[config.mk]
export PLATFORM = sky130hd
export DESIGN_NAME = tdm_mux_8to1
export DESIGN_NICKNAME = d
export VERILOG_FILES = /design/src/rtl/tdm_mux_8to1.sv
export SDC_FILE = /design/constraint.sdc
export NUM_CORES = 1
export LEC_CHECK = 0
export CAP_MARGIN = 5
export CORE_MARGIN = 2
export CORE_UTILIZATION = 52
export CTS_BUF_LIST = sky130_fd_sc_hd__clkbuf_16
export CTS_CLUSTER_SIZE = 30
export DETAILED_ROUTE_END_ITERATION = 10
export PLACE_DENSITY_LB_ADDON = 0.15
export SYNTH_ARGS = -nofsm -noshare
export SYNTH_HDL_FRONTEND = slang
export SYNTH_SLANG_ARGS = --single-unit
[constraint.sdc]
create_clock -name clk -period 12.7 [get_ports clk]
set_input_delay 2.54 -clock clk [delete_from_list [all_inputs] [get_ports clk]]
set_output_delay 2.54 -clock clk [all_outputs]
set_load 0.01 [all_outputs]
[src/rtl/tdm_mux_8to1.sv]
// tdm_mux_8to1: 8-channel to 1-lane TDM multiplexer, round-robin grant, registered source-tagged output.
// Define TDM_STRICT_SLOT_EN for fixed-slot scheduling (one slot per channel, empty slots idle the lane).
module tdm_mux_8to1 #(
   parameter int DATA_W = 8
) (
   input  logic                clk,
   input  logic                rst,
   input  logic [8*DATA_W-1:0] in_data,
   input  logic [7:0]          in_valid,
   output logic [7:0]          in_ready,
   output logic [DATA_W-1:0]   out_data,
   output logic [2:0]          out_sel,
   output logic                out_valid,
   input  logic                out_ready
);

   logic [DATA_W-1:0] ch_data [8];
   logic [2:0]        rr_ptr;
   logic [2:0]        grant;
   logic              free;
   logic              any_req;
   logic              xfer;

   for (genvar i = 0; i < 8; i++) begin : g_ch
      assign ch_data[i] = in_data[i*DATA_W +: DATA_W];
   end

   // Output slot can take a new word when empty or when its word leaves this cycle.
   assign free = !out_valid || out_ready;

`ifdef TDM_STRICT_SLOT_EN
   // The slot counter alone decides who may talk; no search.
   assign grant   = rr_ptr;
   assign any_req = in_valid[rr_ptr];
`else
   assign any_req = |in_valid;

   always_comb begin
      logic [2:0] idx;
      logic       found;
      grant = rr_ptr;
      idx   = rr_ptr;
      found = 1'b0;
      for (int k = 0; k < 8; k++) begin
         idx = rr_ptr + 3'(k);
         if (!found && in_valid[idx]) begin
            grant = idx;
            found = 1'b1;
         end
      end
   end
`endif

   assign xfer     = free && any_req;
   assign in_ready = xfer ? (8'b1 << grant) : 8'b0;

   always_ff @(posedge clk or posedge rst) begin
      if (rst) begin
         out_valid <= 1'b0;
         out_data  <= '0;
         out_sel   <= 3'd0;
         rr_ptr    <= 3'd0;
      end else begin
         if (xfer) begin
            out_data  <= ch_data[grant];
            out_sel   <= grant;
            out_valid <= 1'b1;
         end else if (out_ready) begin
            out_valid <= 1'b0;
         end
`ifdef TDM_STRICT_SLOT_EN
         if (free) rr_ptr <= rr_ptr + 3'd1;
`else
         if (xfer) rr_ptr <= grant + 3'd1;
`endif
      end
   end

endmodule

==> metrics.txt, run 1 <==
first-pass GRT wire length 16170 microns; cell chosen for the clock root clkbuf_16; placed cell count 526; number of core rows 28; Core Area 5816 sq um; via-per-instance ratio 7.038; endpoints failing hold 0; portion of the post-synthesis area used by sequential elements 12.16%; most used flip-flop cell after synthesis dfrtp_1; Hold-fix buffers, CTS 0; Die Span X 81.05 microns; number of maximum-capacitance constraint violations 0; leftover overflow at the end of global routing 0; pin count of the biggest net entering global routing 52; number of antenna cells inserted 0; number of CTS-inserted buffers 3; Clock transition at path regs 50 ps; largest fanout on the critical path 35; number of antenna violations at the first check in global routing 0; relative area change from synthesis to final layout 32.75%; share of final-layout standard cells stronger than drive strength 1 12.75%; result of the run completed; fin nets 534; drt pass-1 iters 8; die span in y 81.05 microns; Clock Skew 5.230 ps; number of gates given a new drive strength after cts 0; number of setup buffers added after CTS 0; data required time at the worst endpoint 10160 ps; initial standard-cell utilization of the core 53.08%; count of non-filler cells in the finished layout 530; distinct cell type count of the synthesized netlist 52; clock insertion delay at the later pin of the skew report 240 ps; post-route ant nets 0; Netlist Area Pre-Place 3087 sq um; setup_tns 0 ps; H-tree Lvls 1; worst slew pin tran 1163 ps; final critical delay including setup and external delays 9274 ps; number of nets in the synthesized netlist 466; Data arrival, critical path 6730 ps; path category of the worst min-delay check reg -> reg; total global routing track utilization 30.83%; Final Slew Violations 0; Critical Path Sink Type primary output; total of flip-flops plus latches after synthesis 15; DR WL/cell 19.52 microns; unrepaired setup endpoints after global routing no; number of warning messages in the yosys log 0; critical path class in -> out; Post-Syn Area per Cell 7.955 sq um; post-layout worst setup margin 3426 ps; Final Wtd Congestion 0.9846; Rel. slew slack 22.48%; share of the cycle needed by the critical path after routing 73.02%; vias in the first global route 3306; number of port buffers 94; count of endpoints failing setup in the final report 0; CTS tree built; Synth Instances 388; share of synthesized flip-flops with an asynchronous set or reset 100.0%; die area 6568 sq um; Max Root-Sink Buffers 2; iteration-0 DRC count of the detailed router 488; final HPWL from detailed placement 7242 microns; number of vias after detailed routing 3730; total length of routed wires 10350 microns; DRC 0; Clock Sinks 15; Post-synth EDFFs 0; number of top-level pins 95; fmax 107.8 MHz; startpoint class of the critical path primary input; dpl ws 3506 ps
area by class of cell:
type / instances / area [sq um]
multi-input combinational: 329 / 2529
timing repair buffer: 102 / 1001
clock buffer: 3 / 75.07
sequential: 15 / 376.6
fill: 496 / 1718
tap: 75 / 93.84
inverter: 5 / 18.77
clock inverter: 1 / 3.754
stage by stage:
| step | util (%) | hold WS, ps | area [sq um] |
|---|---|---|---|
| 3_5_place_dp | 69.11 | 462.8 | 4019 |
| 4_1_cts | 70.46 | 483.9 | 4098 |
| 5_1_grt | 70.46 | 522.9 | 4098 |
| 6_report | 70.46 | 484.3 | 4098 |
| 2_1_floorplan | - | 514.2 | 3087 |
| 3_3_place_gp | 69.11 | 467.8 | 4019 |
path summary, 6_finish.rpt:
kind / start / endpoint / slack [ps] / cells past startpoint
worst max-delay path: in_valid[2] / in_ready[7] / 3430 / 11
worst min-delay path: out_sel[2] / out_sel[2] / 480 / 2
worst max register to register: rr_ptr[1] / out_data[7] / 7450 / 11
worst min register to register: out_sel[2] / out_sel[2] / 480 / 2
max in group asynchronous: rst / rr_ptr[0] / 9600 / 2
min in group asynchronous: rst / out_data[0] / 2670 / 2
layer usage:
| metal | part of all wire (%) | global-route usage (%) | up-vias |
|---|---|---|---|
| li1 | - | - | 1728 |
| met1 | 42 | 44.33 | 1773 |
| met2 | 48 | 50.08 | 211 |
| met3 | 8.4 | 3.333 | 18 |
| met4 | 1.3 | 6.271 | 0 |
| met5 | 0 | 0 | - |
flip-flops by register name (all words and copies together), names as in the netlist:
signal / count
out_data: 8
out_sel: 3
out_valid: 1
rr_ptr: 3
worst max-delay path, cell delays in order:
cell and delay [ps]:
clkdlybuf4s50_1 540, mux2_2 360, mux4_2 570, a221o_1 400, a31o_1 620, or2_2 510, xnor2_2 280, nor2_1 80
ha_1 210, and2_1 140, clkdlybuf4s50_1 470
cells by family after synthesis:
| kind of cell | Yosys count | share of synthesized area [%] |
|---|---|---|
| buffers and inverters | 44 | 6.445 |
| DFF | 15 | 12.16 |
| AOI/OAI and AO/OA | 180 | 47.47 |
| xor gates and xnor gates | 6 | 2.189 |
| and+or+nand+nor | 111 | 16.34 |
| muxes | 29 | 14.19 |
| adders and majority gates | 3 | 1.216 |
Yosys cell counts (all sizes together) (8+ instances only):
library cell  instances  share of area (%)
dfrtp                15                 12
buf                  13                2.7
a21oi                10                1.6
a31o                  9                2.6
o21ai                 8                1.3
mux2                 12                4.6
a22oi                58                 14
nand2                49                6.0
a221oi               40                 11
nor2                 29                3.5
a22o                 17                4.8
clkbuf               26                3.2
o2111ai               8                2.3
mux4                 10                7.3
o21bai                8                2.9
layout by cell type (no fill, tap or decap), types with 3 or more instances in the layout:
cell type,synthesis,final
nor2_1,29,27
mux2_2,10,10
nor3b_1,4,4
mux2i_1,7,7
ha_1,3,3
o2111ai_1,8,8
a22o_1,17,17
nand2_1,49,49
a21boi_0,4,4
nor2b_1,3,3
nor3_1,6,6
nand2b_1,5,5
clkbuf_16,0,3
a221oi_1,40,40
a21oi_1,10,10
a22oi_1,58,58
dfrtp_1,15,14
o21ai_0,6,6
a31o_2,8,8
inv_1,5,6
xnor2_1,3,3
o21bai_2,8,8
clkdlybuf4s50_1,0,94
mux4_2,10,10
nand3b_1,4,4
buf_4,0,8
Power of run 1 is left out: the tool's default activity adds up to more than one toggle a clock period on the data nets, which glitch-free logic cannot reach.
==> run 2: changes to the inputs <==
--- a/config.mk
+++ b/config.mk
@@ -7,7 +7,7 @@
 export LEC_CHECK = 0
 export CAP_MARGIN = 5
 export CORE_MARGIN = 2
-export CORE_UTILIZATION = 52
+export CORE_UTILIZATION = 49
 export CTS_BUF_LIST = sky130_fd_sc_hd__clkbuf_16
 export CTS_CLUSTER_SIZE = 30
 export DETAILED_ROUTE_END_ITERATION = 10
==> constraint.sdc (replaced) <==
create_clock -name clk -period 9.17 [get_ports clk]
set_input_delay 1.834 -clock clk [delete_from_list [all_inputs] [get_ports clk]]
set_output_delay 1.834 -clock clk [all_outputs]
set_load 0.01 [all_outputs]
==> metrics.txt, run 2 (synthesis gave the netlist of run 1 again) <==
result of the run completed; share of final-layout standard cells stronger than drive strength 1 12.78%; largest fanout on the critical path 35; worst reg2reg path endpoint out_data[1]; H-tree Lvls 1; Final Slew Violations 0; Data arrival, critical path 6030 ps; number of gates given a new drive strength after cts 0; Critical Path Sink Type primary output; total length of routed wires 10550 microns; final HPWL from detailed placement 7437 microns; Reg with most FFs out_data; share of the cycle needed by the critical path after routing 85.79%; commonest cells after routing, fill and taps aside clkdlybuf4s50_1 (94), a22oi_1 (58), nand2_1 (49); via-per-instance ratio 7.057; DRC 0; relative area change from synthesis to final layout 32.87%; drt pass-1 iters 6; final critical delay including setup and external delays 7867 ps; cell depth of the worst min-delay path 2; Final Wtd Congestion 0.9277; Core Area 5991 sq um; DR WL/cell 19.94 microns; worst slew pin tran 1173 ps; number of setup buffers added after CTS 0; initial standard-cell utilization of the core 51.52%; number of antenna violations at the first check in global routing 0; Hold-fix buffers, CTS 0; worst min-delay path startpoint out_sel[0]; first-pass GRT wire length 16760 microns; reg-to-reg critical path startpoint rr_ptr[1]; depth of the worst register-to-register path 11; post-route ant nets 0; number of top-level pins 95; cell area reported after detailed placement 4021 sq um; sink of the worst hold path out_sel[0]; critical path class in -> out; iteration-0 DRC count of the detailed router 405; Max Root-Sink Buffers 2; vias in the first global route 3330; endpoints failing hold 0; finished layout cell area 4101 sq um; setup_tns 0 ps; number of CTS-inserted buffers 3; Die Span X 83.37 microns; count of endpoints failing setup in the final report 0; flip-flop count of the largest register after layout 8; CTS tree built; cell chosen for the clock root clkbuf_16; top flop regs out_data (8), out_sel (3), rr_ptr (3); number of antenna cells inserted 0; number of fill cells in the layout 485; clock insertion delay at the later pin of the skew report 250 ps; pin count of the biggest net entering global routing 52; die span in y 83.37 microns; fmax 127.1 MHz; slack of the worst reg-to-reg path 3950 ps; total global routing track utilization 28.56%; Clock transition at path regs 50 ps; Rel. slew slack 21.83%; Clock Skew 2.499 ps; number of vias after detailed routing 3733; commonest non-fill, non-tap cell in the layout clkdlybuf4s50_1; leftover overflow at the end of global routing 0; number of core rows 28; data required time at the worst endpoint 7340 ps; utilization after layout 68.46%; number of port buffers 94; startpoint class of the critical path primary input; unrepaired setup endpoints after global routing no; path category of the worst min-delay check reg -> reg; number of maximum-capacitance constraint violations 0; Clock Sinks 15; fin nets 533; die area 6951 sq um
[run 2: cell types whose count changed in the layout (fill, tap and decap cells not counted)]
cell / before / now
inv_1: 6 / 5
buf_4: 8 / 7
clkinv_2: 0 / 1
nor2_4: 0 / 2
nor2_2: 2 / 0
[run 2: area by class of cell]
type | count | area [sq um] | share of cell area [%]
Tap cell | 75 | 93.84 | 2.288
Sequential cell | 15 | 376.6 | 9.182
Clock inverter | 1 | 5.005 | 0.1220
Multi-Input combinational cell | 329 | 2539 | 61.90
Inverter | 5 | 18.77 | 0.4576
Clock buffer | 3 | 75.07 | 1.830
Timing Repair Buffer | 101 | 993.5 | 24.22
[run 2: metrics by stage]
step | setup WS (ps) | hold slack (ps) | instances
5_1_grt | 1131 | 501.5 | 529
4_1_cts | 1367 | 484.2 | 529
3_3_place_gp | 1479 | 467.9 | 525
3_5_place_dp | 1381 | 468.1 | 525
2_1_floorplan | 2509 | 514.2 | 388
6_report | 1303 | 483.3 | 529
[run 2: worst max path at each step]
stage / start / endpoint / slack [ps] / depth (start not counted)
detailed placement: in_valid[6] / in_ready[7] / 1380 / 11
finish: in_valid[2] / in_ready[7] / 1300 / 11
floorplan: rr_ptr[0] / in_ready[7] / 2510 / 19
CTS: in_valid[6] / in_ready[7] / 1370 / 11
global route: in_valid[2] / in_ready[1] / 1130 / 10
global placement: in_valid[2] / in_ready[7] / 1480 / 11
[run 2: critical path, cell delays in order]
cell	delay, ps
clkdlybuf4s50_1	540
mux2_2	350
mux4_2	560
a221o_1	400
a31o_1	620
or2_2	520
xnor2_2	280
nor2_1	80
ha_1	210
and2_1	150
clkdlybuf4s50_1	480
[run 2: per-layer routing]
layer	global-route usage, %	vias up	part of all wire (%)
li1	-	1726	-
met1	41.74	1788	43
met2	44.72	202	46
met3	5.268	17	9.4
met4	4.024	0	1.0
met5	0	-	0
Power of run 2 is left out for the same reason.
==> run 3: changes to the inputs <==
--- a/config.mk
+++ b/config.mk
@@ -6,11 +6,13 @@
 export NUM_CORES = 1
 export LEC_CHECK = 0
 export CAP_MARGIN = 5
+export CORE_ASPECT_RATIO = 0.7
 export CORE_MARGIN = 2
 export CORE_UTILIZATION = 49
 export CTS_BUF_LIST = sky130_fd_sc_hd__clkbuf_16
 export CTS_CLUSTER_SIZE = 30
 export DETAILED_ROUTE_END_ITERATION = 10
+export GPL_TIMING_DRIVEN = 0
 export PLACE_DENSITY_LB_ADDON = 0.15
 export SYNTH_ARGS = -nofsm -noshare
 export SYNTH_HDL_FRONTEND = slang
==> metrics.txt, run 3 (synthesis gave the netlist of run 1 again) <==
cell-by-cell trace of the critical path buf_2, buf_2, buf_1, inv_1, clkbuf_1, clkbuf_1, clkbuf_1, ha_1, buf_6, mux2_4, mux4_2, o22a_1, nor2_1, o221ai_1, a22oi_1, clkbuf_1, nor2_1, ha_1, and2_1, clkdlybuf4s50_1; slowest stage cell, crit path a22oi_1; share of final-layout standard cells stronger than drive strength 1 12.55%; setup_tns 0 ps; Clock transition at path regs 50 ps; DR WL/cell 21.00 microns; number of top-level pins 95; Hold-fix buffers, CTS 0; Top cell by count, worst path clkbuf_1; worst reg2reg path endpoint out_data[1]; top flop regs out_data (8), out_sel (3), rr_ptr (3); post-route ant nets 0; data required time at the worst endpoint 7340 ps; commonest cells after routing, fill and taps aside clkdlybuf4s50_1 (94), a22oi_1 (58), nand2_1 (49); cell depth of the worst min-delay path 2; number of vias after detailed routing 4018; via-per-instance ratio 7.124; Critical Path Sink Type primary output; H-tree Lvls 1; final critical delay including setup and external delays 8802 ps; utilization after layout 68.48%; total length of routed wires 11850 microns; number of fill cells in the layout 518; commonest non-fill, non-tap cell in the layout clkdlybuf4s50_1; number of core rows 24; number of CTS-inserted buffers 3; path category of the worst min-delay check reg -> reg; Final Slew Violations 0; dpl ws 655.2 ps; worst min-delay path startpoint out_sel[0]; reg-to-reg critical path startpoint rr_ptr[0]; drt pass-1 iters 5; Max Root-Sink Buffers 2; relative area change from synthesis to final layout 36.56%; pin count of the biggest net entering global routing 16; iteration-0 DRC count of the detailed router 476; sink of the worst hold path out_sel[0]; share of the cycle needed by the critical path after routing 95.98%; cell chosen for the clock root clkbuf_16; largest fanout on the critical path 10; unrepaired setup endpoints after global routing no; CTS tree built; leftover overflow at the end of global routing 0; total global routing track utilization 32.97%; Core Area 6156 sq um; Clock Sinks 15; fmax 113.6 MHz; clock insertion delay at the later pin of the skew report 250 ps; count of non-filler cells in the finished layout 564; worst path bufs/invs 10; gate family responsible for the most delay along the worst path buffers and inverters; post-layout worst setup margin 368.2 ps; number of antenna violations at the first check in global routing 0; cell count along the critical path 20; Reg with most FFs out_data; Die Span X 98.87 microns; slack of the worst reg-to-reg path 2700 ps; Final Wtd Congestion 0.9311; Rel. slew slack 27.47%; number of port buffers 94; vias in the first global route 3645; result of the run completed; die area 6961 sq um; first-pass GRT wire length 18960 microns; critical path class reg -> out; depth of the worst register-to-register path 18; placed cell count 560; final HPWL from detailed placement 8867 microns; number of maximum-capacitance constraint violations 0; initial standard-cell utilization of the core 50.14%; Clock Skew 9.536 ps; worst slew pin tran 1080 ps; count of endpoints failing setup in the final report 0; fin nets 565; number of antenna cells inserted 0; endpoints failing hold 0; DRC 0; flip-flop count of the largest register after layout 8; die span in y 70.41 microns; Data arrival, critical path 6970 ps; startpoint class of the critical path flop; delay contributed by the slowest stage of the critical path 590 ps
[run 3: cell types whose count changed in the layout (fill, tap and decap cells not counted), sizes merged]
| cell | before | now |
|---|---|---|
| inv | 5 | 6 |
| buf | 7 | 13 |
| clkinv | 1 | 0 |
| clkbuf | 3 | 29 |
[run 3: repair_timing]
item	4_1_cts	5_1_grt
setup endpoints to repair	0	3
setup buffers	0	0
gates resized for setup	0	2
[run 3: worst reg2reg max path, cell delays in order (launching register included)]
cell and delay [ps]:
dfrtp_1 380, buf_2 180, buf_2 210, buf_1 250, inv_1 130, clkbuf_1 440, clkbuf_1 480, clkbuf_1 510
ha_1 400, buf_6 170, mux2_4 310, mux4_2 570, o32ai_2 420, a21boi_0 340, o21ai_0 140, a32oi_1 600
nand3b_1 420, o21bai_2 320, o2111ai_1 110
[run 3: stage by stage]
stage | hold slack (ps) | instance area (sq um)
2_1_floorplan | 514.2 | 3087
3_3_place_gp | 468.0 | 4125
3_5_place_dp | 465.4 | 4125
4_1_cts | 483.4 | 4204
5_1_grt | 505.2 | 4215
6_report | 485.6 | 4215
[run 3: worst max path at each step]
stage	start	end	slack, ps
4_1_cts	rr_ptr[0]	in_ready[7]	380
3_5_place_dp	rr_ptr[0]	in_ready[7]	660
5_1_grt	rr_ptr[0]	in_ready[7]	110
2_1_floorplan	rr_ptr[0]	in_ready[7]	2510
6_report	rr_ptr[0]	in_ready[7]	370
3_3_place_gp	rr_ptr[0]	in_ready[7]	800
[run 3: layout make-up]
| type | instances | area, sq um | share of cell area, % |
|---|---|---|---|
| flip-flops and latches | 15 | 375.4 | 8.905 |
| multi-input cells | 329 | 2524 | 59.87 |
| clock buffers | 3 | 75.07 | 1.781 |
| well taps | 78 | 97.59 | 2.315 |
| inverters | 5 | 18.77 | 0.4452 |
| clock inverters | 1 | 3.754 | 0.08905 |
| repair buffers | 94 | 940.9 | 22.32 |
| plain buffers | 39 | 180.2 | 4.274 |
[run 3: metal layers]
layer,vias up,share of wire [%],track usage (%)
li1,1794,-,-
met1,1903,44,52.58
met2,309,42,47.30
met3,12,13,4.104
met4,0,0.79,5.784
met5,-,0,0
Power of run 3 is left out for the same reason.
